<file path="src/rtl/cisc_bus_pkg.sv">
// Shared encodings for the cisc external-bus memory responder.
package cisc_bus_pkg;

    localparam int DEF_AW = 8;
    localparam int DEF_DW = 8;
    localparam int CNT_W  = 4;

    typedef enum logic [1:0] {
        ST_IDLE = 2'd0,
        ST_WAIT = 2'd1,
        ST_DONE = 2'd2
    } state_e;

    typedef enum logic [1:0] {
        OP_RD  = 2'd0,
        OP_WR  = 2'd1,
        OP_ERR = 2'd2
    } op_e;

    // rd and wr together is a protocol error rather than either access
    function automatic op_e decode_op(input logic rd, input logic wr);
        op_e op;
        if (rd && wr) begin
            op = OP_ERR;
        end else if (wr) begin
            op = OP_WR;
        end else begin
            op = OP_RD;
        end
        return op;
    endfunction

endpackage

</file>
<file path="src/rtl/cisc_mem_array.sv">
// Program/data storage: one synchronous write port, one asynchronous read port.
module cisc_mem_array
    import cisc_bus_pkg::*;
#(
    parameter int AW = DEF_AW,
    parameter int DW = DEF_DW
) (
    input  logic          clk,
    input  logic          we,
    input  logic [AW-1:0] waddr,
    input  logic [DW-1:0] wdata,
    input  logic [AW-1:0] raddr,
    output logic [DW-1:0] rdata
);

    logic [DW-1:0] mem_r [0:(2**AW)-1];

    // contents deliberately survive reset so a preloaded program is kept
    always_ff @(posedge clk) begin
        if (we) begin
            mem_r[waddr] <= wdata;
        end
    end

    assign rdata = mem_r[raddr];

endmodule

</file>
<file path="src/rtl/cisc_ext_mem.sv">
// External-bus memory responder: latches one request, waits WAIT_STATES cycles,
// performs the access and pulses rdy (and err for rd&wr) for one cycle.
module cisc_ext_mem
    import cisc_bus_pkg::*;
#(
    parameter int AW          = DEF_AW,
    parameter int DW          = DEF_DW,
    parameter int WAIT_STATES = 2
) (
    input  logic          clk,
    input  logic          reset,
    input  logic [AW-1:0] eab,
    input  logic [DW-1:0] dout,
    input  logic          rd,
    input  logic          wr,
    output logic [DW-1:0] edb,
    output logic          rdy,
    output logic          err,
    output logic          busy,
    input  logic          ld_en,
    input  logic [AW-1:0] ld_addr,
    input  logic [DW-1:0] ld_data
);

    localparam bit             ZERO_WAIT = (WAIT_STATES == 0);
    localparam logic [CNT_W-1:0] CNT_INIT =
        ZERO_WAIT ? {CNT_W{1'b0}} : CNT_W'(WAIT_STATES - 1);

    state_e           state_r;
    op_e              op_r;
    logic [AW-1:0]    addr_r;
    logic [DW-1:0]    data_r;
    logic [CNT_W-1:0] cnt_r;
    logic [DW-1:0]    edb_r;
    logic             rdy_r;
    logic             err_r;
    logic             busy_r;

    logic             req_s;
    logic             done_entry_s;
    op_e              done_op_s;
    logic [AW-1:0]    done_addr_s;
    logic [DW-1:0]    done_data_s;
    logic             mem_we_s;
    logic [AW-1:0]    mem_waddr_s;
    logic [DW-1:0]    mem_wdata_s;
    logic [DW-1:0]    mem_rdata_s;

    assign req_s = rd | wr;

    // Identify the edge that enters DONE and which access it performs; with no
    // wait states that edge is the sampling edge itself, so live bus values apply.
    always_comb begin
        done_entry_s = 1'b0;
        done_op_s    = op_r;
        done_addr_s  = addr_r;
        done_data_s  = data_r;
        case (state_r)
            ST_IDLE: begin
                if (ZERO_WAIT && req_s) begin
                    done_entry_s = 1'b1;
                    done_op_s    = decode_op(rd, wr);
                    done_addr_s  = eab;
                    done_data_s  = dout;
                end else begin
                    done_entry_s = 1'b0;
                end
            end
            ST_WAIT: begin
                if (cnt_r == {CNT_W{1'b0}}) begin
                    done_entry_s = 1'b1;
                end else begin
                    done_entry_s = 1'b0;
                end
            end
            default: begin
                done_entry_s = 1'b0;
            end
        endcase
    end

    // Write-port mux: loader owns the port during reset, which also drops any pending write.
    always_comb begin
        mem_we_s    = 1'b0;
        mem_waddr_s = ld_addr;
        mem_wdata_s = ld_data;
        if (!reset) begin
            mem_we_s = ld_en;
        end else if (done_entry_s && (done_op_s == OP_WR)) begin
            mem_we_s    = 1'b1;
            mem_waddr_s = done_addr_s;
            mem_wdata_s = done_data_s;
        end else begin
            mem_we_s = 1'b0;
        end
    end

    cisc_mem_array #(
        .AW (AW),
        .DW (DW)
    ) u_mem (
        .clk   (clk),
        .we    (mem_we_s),
        .waddr (mem_waddr_s),
        .wdata (mem_wdata_s),
        .raddr (done_addr_s),
        .rdata (mem_rdata_s)
    );

    // Access FSM with request latches, wait counter and registered bus outputs.
    always_ff @(posedge clk) begin
        if (!reset) begin
            state_r <= ST_IDLE;
            op_r    <= OP_RD;
            addr_r  <= {AW{1'b0}};
            data_r  <= {DW{1'b0}};
            cnt_r   <= {CNT_W{1'b0}};
            edb_r   <= {DW{1'b0}};
            rdy_r   <= 1'b0;
            err_r   <= 1'b0;
            busy_r  <= 1'b0;
        end else begin
            rdy_r <= 1'b0;
            err_r <= 1'b0;
            case (state_r)
                ST_IDLE: begin
                    if (req_s) begin
                        op_r   <= decode_op(rd, wr);
                        addr_r <= eab;
                        data_r <= dout;
                        busy_r <= 1'b1;
                        if (ZERO_WAIT) begin
                            state_r <= ST_DONE;
                        end else begin
                            state_r <= ST_WAIT;
                            cnt_r   <= CNT_INIT;
                        end
                    end
                end
                ST_WAIT: begin
                    if (cnt_r == {CNT_W{1'b0}}) begin
                        state_r <= ST_DONE;
                    end else begin
                        cnt_r <= cnt_r - {{(CNT_W-1){1'b0}}, 1'b1};
                    end
                end
                ST_DONE: begin
                    state_r <= ST_IDLE;
                    busy_r  <= 1'b0;
                end
                default: begin
                    state_r <= ST_IDLE;
                    busy_r  <= 1'b0;
                end
            endcase
            if (done_entry_s) begin
                rdy_r <= 1'b1;
                err_r <= (done_op_s == OP_ERR);
                if (done_op_s == OP_RD) begin
                    edb_r <= mem_rdata_s;
                end
            end
        end
    end

    assign edb  = edb_r;
    assign rdy  = rdy_r;
    assign err  = err_r;
    assign busy = busy_r;

endmodule

</file>
<file path="config.mk">
export PLATFORM = sky130hd
export DESIGN_NAME = cisc_ext_mem
export DESIGN_NICKNAME = d
export VERILOG_FILES = /design/src/rtl/cisc_bus_pkg.sv /design/src/rtl/cisc_mem_array.sv /design/src/rtl/cisc_ext_mem.sv
export SDC_FILE = /design/constraint.sdc
export NUM_CORES = 2
export LEC_CHECK = 0
export BUFFER_PORTS_ARGS = -buffer_cell sky130_fd_sc_hd__buf_2
export CAP_MARGIN = 20
export CORE_ASPECT_RATIO = 1.75
export CORE_MARGIN = 5
export CORE_UTILIZATION = 55
export CTS_BUF_LIST = sky130_fd_sc_hd__clkbuf_4 sky130_fd_sc_hd__clkbuf_8
export DETAILED_ROUTE_END_ITERATION = 8
export PLACE_DENSITY = 0.71
export RECOVER_POWER = 25
export SLEW_MARGIN = 20
export SYNTH_ARGS = -nofsm -noshare
export SYNTH_HDL_FRONTEND = slang
export SYNTH_SLANG_ARGS = --single-unit
export TNS_END_PERCENT = 20
</file>
<file path="constraint.sdc">
create_clock -name clk -period 6.2 [get_ports clk]
set_clock_uncertainty 0.1 [all_clocks]
set_input_delay 0.62 -clock clk [delete_from_list [all_inputs] [get_ports clk]]
set_output_delay 0.62 -clock clk [all_outputs]
set_load 0.005 [all_outputs]
</file>
# Yosys cells after proc, flatten, opt, wreduce, memory -nomap -nowiden
# Memories as Yosys holds them, arrays and structs flattened. A register that Yosys moved wholly into a read port is not among the register bits.
# Cells that the tools add are included.
[totals]
reg_bits = 27
latchBits = 0
ramBits = 2048
mem_bits_ro = 0
inputBits = 37
output_inout_bits = 11
wordCells = 52
n_memories = 1
[memory_table]
columns = ["memory", "words", "word_bits", "rd", "rd_clocked_by_memory_dff", "write_ports", "line", "source"]
rows = [
  ["u_mem.mem_r", 256, 8, 1, 1, 1, "cisc_mem_array.sv:16", "logic [DW-1:0] mem_r [0:(2**AW)-1];"],
]
[classes]
addsub = 1
multipliers = 0
n_div = 0
n_lt_le_gt_ge = 0
eq_ne = 6
shift = 0
mux = 21
bitwise_logic = 2
n_reduce_logical = 13
[ops]
columns = ["op", "n"]
rows = [
  ["8-bit two-way mux", 4],
  ["2-bit AND reduction", 5],
  ["1-bit two-way mux", 9],
  ["4-bit two-way mux", 2],
  ["4-bit case mux with 2 select lines", 1],
  ["2-bit two-way mux", 3],
  ["2-bit inequality test, second input constant", 3],
  ["2-bit by 1-bit == test with 1-bit output, second input constant", 2],
  ["2-bit zero test", 2],
  ["4-bit zero test", 1],
  ["2-bit case mux with 2 select lines", 1],
  ["4-bit by 1-bit subtractor with 4-bit output, second input constant", 1],
  ["3-bit AND reduction", 1],
  ["2-bit == test, second input constant", 1],
  ["1-bit logical AND", 2],
  ["1-bit case mux with 2 select lines", 1],
  ["2-bit nonzero test", 1],
  ["1-bit zero test", 1],
  ["1-bit inverter", 1],
  ["1-bit OR", 1],
]

# Logic depth before layout (Yosys ltp)
[depth]
ltp_word = 8
depth_mapped = 12
ltp_nobuf = 9

# Cells and area by module
# Synthesis repeated with hierarchy kept, for this count alone.
[hier_totals]
cells_unflattened = 3908
hier_area_um2 = 81027.7
[modules_own_cells]
columns = ["module", "instances", "cells_each", "area_per_inst_um2", "seq_area_each_um2"]
rows = [
  ["cisc_mem_array", 1, 3725, 79396.1, 61499.0],
  ["cisc_ext_mem", 1, 183, 1631.6, 700.7],
]

# Worst setup path before layout
# Ideal clock, no wire load.
[synth_path]
path_kind = "register -> register"
startpoint = "register cnt_r[0]"
endpoint = "memory u_mem.mem_r[0][0] (netlist bit) (data pin)"
setup_time_ns = 0.825
arrival_time_ns = 4.528
required_time_ns = 5.275
path_slack_ns = 0.747
path_stages_with_launch = 10
n_path_buf = 3
synth_period_minus_slack_ns = 5.453
path_cell_list = "dfxtp_1 > inv_1 > ha_1 > nor3b_2 > and4_1 > buf_4 > buf_6 > buf_4 > nand2_1 > nand2_1"
[synth_via]
elab_chain_cells = 6
[synth_lines]
columns = ["item", "line", "source"]
rows = [
  ["start, declared", "cisc_ext_mem.sv:33", "logic [CNT_W-1:0] cnt_r;"],
  ["start signal, assigned", "cisc_ext_mem.sv:117", "cnt_r <= {CNT_W{1'b0}};"],
  ["start signal, assigned", "cisc_ext_mem.sv:144", "cnt_r <= cnt_r - {{(CNT_W-1){1'b0}}, 1'b1};"],
  ["4-bit zero test", "cisc_ext_mem.sv:70", "if (cnt_r == {CNT_W{1'b0}}) begin"],
  ["1-bit two-way mux", "cisc_ext_mem.sv:70", ""],
  ["1-bit two-way mux", "n/a", ""],
  ["1-bit logical AND", "cisc_ext_mem.sv:89", "end else if (done_entry_s && (done_op_s == OP_WR)) begin"],
  ["8-bit two-way mux", "cisc_ext_mem.sv:89", ""],
  ["8-bit two-way mux", "cisc_ext_mem.sv:87", "if (!reset) begin"],
  ["net mem_wdata_s[0]", "cisc_ext_mem.sv:46", "logic [DW-1:0] mem_wdata_s;"],
  ["end, declared", "cisc_mem_array.sv:16", ""],
]
# The timed path passes the listed nets, and every way through them passes these cells.

# Worst setup path after layout
[layout_path]
startpoint = "register cnt_r[0]"
endpoint = "memory u_mem.mem_r[104][6] (netlist bit) (data pin)"
# Same word-level chain as after synthesis.

==> metrics.md <==
| Metric | Value |
|---|---|
| Post-synth EDFFs | `2048` |
| Avg Inst Size Synth | `between 15 and 20 µm²` |
| # H-tree levels | `5` |
| Top-area cell type share of the netlist area | `75.2%` |
| DRT iter0 DRCs | `4588` |
| Max cap viols | `8` |
| Final Core Density | `60.4%` |
| Violated checks | `max-capacitance violations, max-slew violations` |
| Fmax | `just under 200 MHz` |
| DRC viols | `0` |
| Total gr overflow | `0` |
| Clock buffer count from CTS | `between 200 and 300` |
| Clk pwr share | `36.5%` |
| Most common cell in the netlist | `edfxtp_1` |
| Pwr dens | `316 nW/µm²` |
| Antenna Nets Post-Route | `0` |
| Starting density of the core | `55.2%` |
| Fin crit share | `83.5%` |
| Synth area leader | `edfxtp_1` |
| Overall routed net length | `about 220 mm` |
| CTS Sinks | `approximately 2100` |
| Die Y | `between 500 and 600 µm` |
| Core ar. | `148000 µm²` |
| Fill count | `roughly 10000` |
| Number of detailed-route iterations in the first pass | `6` |
| Syn Nets | `4260` |
| Finish-stage setup viols | `0` |
| Nets | `4467` |
| Share of layout cells above drive strength 1 | `20.0%` |
| Sw frac | `23.1%` |
| Status | `complete, but fails checks` |
| Worst Tran Pin Value | `2.53 ns` |
| Netlist Area Pre-Place | `81800 µm²` |
| First-pass GRT wire length | `309 mm` |
| CTS tree | `done` |
| Synth warn | `0` |
| Post-synthesis cell type count | `73` |
| Reg clk slew, reported paths | `~0.070 ns` |
| Pin count of the biggest net entering global routing | `145` |
| Tightest Hold Check Type | `input pin to register` |
| Top cells by area, synth | `edfxtp_1 75%, mux4_2 8.5%, mux2i_1 5.4%` |
| Register bit total from synthesis | `2083` |
| Wire per inst | `33.0 µm` |
| Root Driver | `clkbuf_8` |
| Sequential Power Share | `between 50% and 60%` |
| Maximum clock path buffer count | `4` |
| Int Pwr | `21800 µW` |
| Slew HR | `-70.6%` |
| CP Capture Type | `register` |
| Final Hold Viols | `0` |
| Req. time, crit path | `6.68 ns` |
| Startpoint types | `register` |
| Global Route Usage Sum | `roughly 28%` |
| Sequential area share after synthesis | `about three quarters` |
| Fin Hold WS | `between 0.3 and 0.4 ns` |
| CP Max Fanout | `55` |
| DP Wirelength | `141 mm` |
| Setup TNS | `0 ns` |
| Post-synth top flop | `edfxtp_1` |
| I/O Buffers | `47` |
| Final Max Tran Viols | `between 300 and 400` |
| RSZ-0062 raised after global routing | `no` |
| Lkg Pwr | `roughly 0.027 µW` |
| Vias | `roughly 43000` |
| Initial antenna violation count | `11` |
| Tmin final | `5.18 ns` |
| Cells after synthesis | `4222` |
| Commonest cells in the netlist | `2048 x edfxtp_1, 439 x mux2i_1, 310 x mux4_2` |
| Die Wd | `302 µm` |
| Avg Vias per Cell | `6.44` |
| Site Rows | `roughly 190` |
| Asr flop ratio synth | `0%` |
| # IOs | `48` |
| Die area | `157000 µm²` |
| Vias in the first global route | `43700` |
| Setup CP Type | `register to register` |
| Critical path data arrival time | `5.66 ns` |
| Layout area overhead | `9.43%` |
| Peak VDD IR | `0.302 mV` |
| GPL Wtd Cong | `0.997` |
| NetSw | `6540 µW` |
| Logic gate share of total power | `8.3%` |
| Clk_lat worst skew | `0.99 ns` |
| Post-CTS sizing | `0` |
path summary, 6_finish.rpt:
check             cells after the start  slack (ns)                  end       from
hold / removal                        4        0.33            data_r[6]    dout[6]
hold reg to reg                       2        0.36            data_r[6]  data_r[6]
setup reg to reg                      8        1.02  u_mem.mem_r[104][6]   cnt_r[0]
setup / recovery                      8        1.02  u_mem.mem_r[104][6]   cnt_r[0]
cells by family after synthesis:
logic type | synth area share, %
xor gates and xnor gates | 0.0214
and+or+nand+nor | 3.28
adders and majority gates | 0.0153
buffers and inverters | 2.26
AOI/OAI and AO/OA | 4.47
DFF | 76.0
muxes | 13.9
registers in the layout, indices dropped and copies added, names as in the netlist:
| name | flops |
|---|---|
| busy | 1 |
| state_r | 2 |
| u_mem.mem_r | 2048 |
| addr_r | 8 |
| rdy | 1 |
| edb | 8 |
| err | 1 |
| data_r | 8 |
| cnt_r | 4 |
| done_op_s | 2 |
area by class of cell:
class                           instances  area (µm²)  share of cell area (%)
Clock inverter                        116         936                    1.05
Inverter                               10        41.3                  0.0461
Tap cell                             1984        2480                    2.77
Antenna cell                           11        27.5                  0.0307
Sequential cell                      2083       62200                    69.5
Clock buffer                          358        4530                    5.06
Multi-Input combinational cell       1870       17800                    19.9
Timing Repair Buffer                  180        1470                    1.64
layout by cell type (no fill, tap or decap), types with 36 or more instances in the layout:
cell and count:
a211oi_1 53, a21oi_1 81, a221oi_1 45, buf_2 36, buf_4 82, clkbuf_4 64, clkbuf_8 295, clkinv_1 58
edfxtp_1 2048, mux2i_1 439, mux4_2 310, nand2_1 141, nor2_1 271, nor3_1 49, o21ai_0 62, o221ai_1 76
o22ai_1 111
worst max-delay path: stages, from the launching register on:
cell and delay (ns):
dfxtp_1 0.34, inv_1 0.08, ha_1 0.18, nor3b_1 0.51
nand4_1 0.77, buf_4 0.49, nand2_1 0.10, nand2_1 1.26
buf_4 0.82
power groups by stage:
stage               combinational (µW)  sequential [µW]  clock [µW]
floorplan                         1550            15900           0
global placement                  2310            15900           0
detailed placement                2340            15900           0
CTS                               2350            15600       10500
global route                      2440            15600       11100
finish                            2360            15600       10300
metal layers:
layer | vias up | GRT usage, % | wire length [µm]
li1 | 17700 | - | -
met1 | 21800 | 31.3 | 70200
met4 | 2 | 18.8 | 17700
met5 | - | 0 | 42
met2 | 2405 | 47.6 | 113000
met3 | 619 | 5.64 | 17500
metrics by stage:
step	setup slack (ns)	instance area, µm²	std cells	power, µW
after global routing	0.787	89500	6604	29200
final	1.02	89500	6612	28300
after floorplan	0.747	81800	4222	17500
after CTS	1.68	89600	6601	28400
after global placement	1.72	83900	6106	18200
after detailed placement	1.69	84000	6107	18300
timing repair:
action                                 CTS  global route
endpoints found under the hold margin   22             0
hold buffers                            20             0
setup endpoints to repair                0             0
setup buffers                            0             0
(Power assumes the default switching activity.)
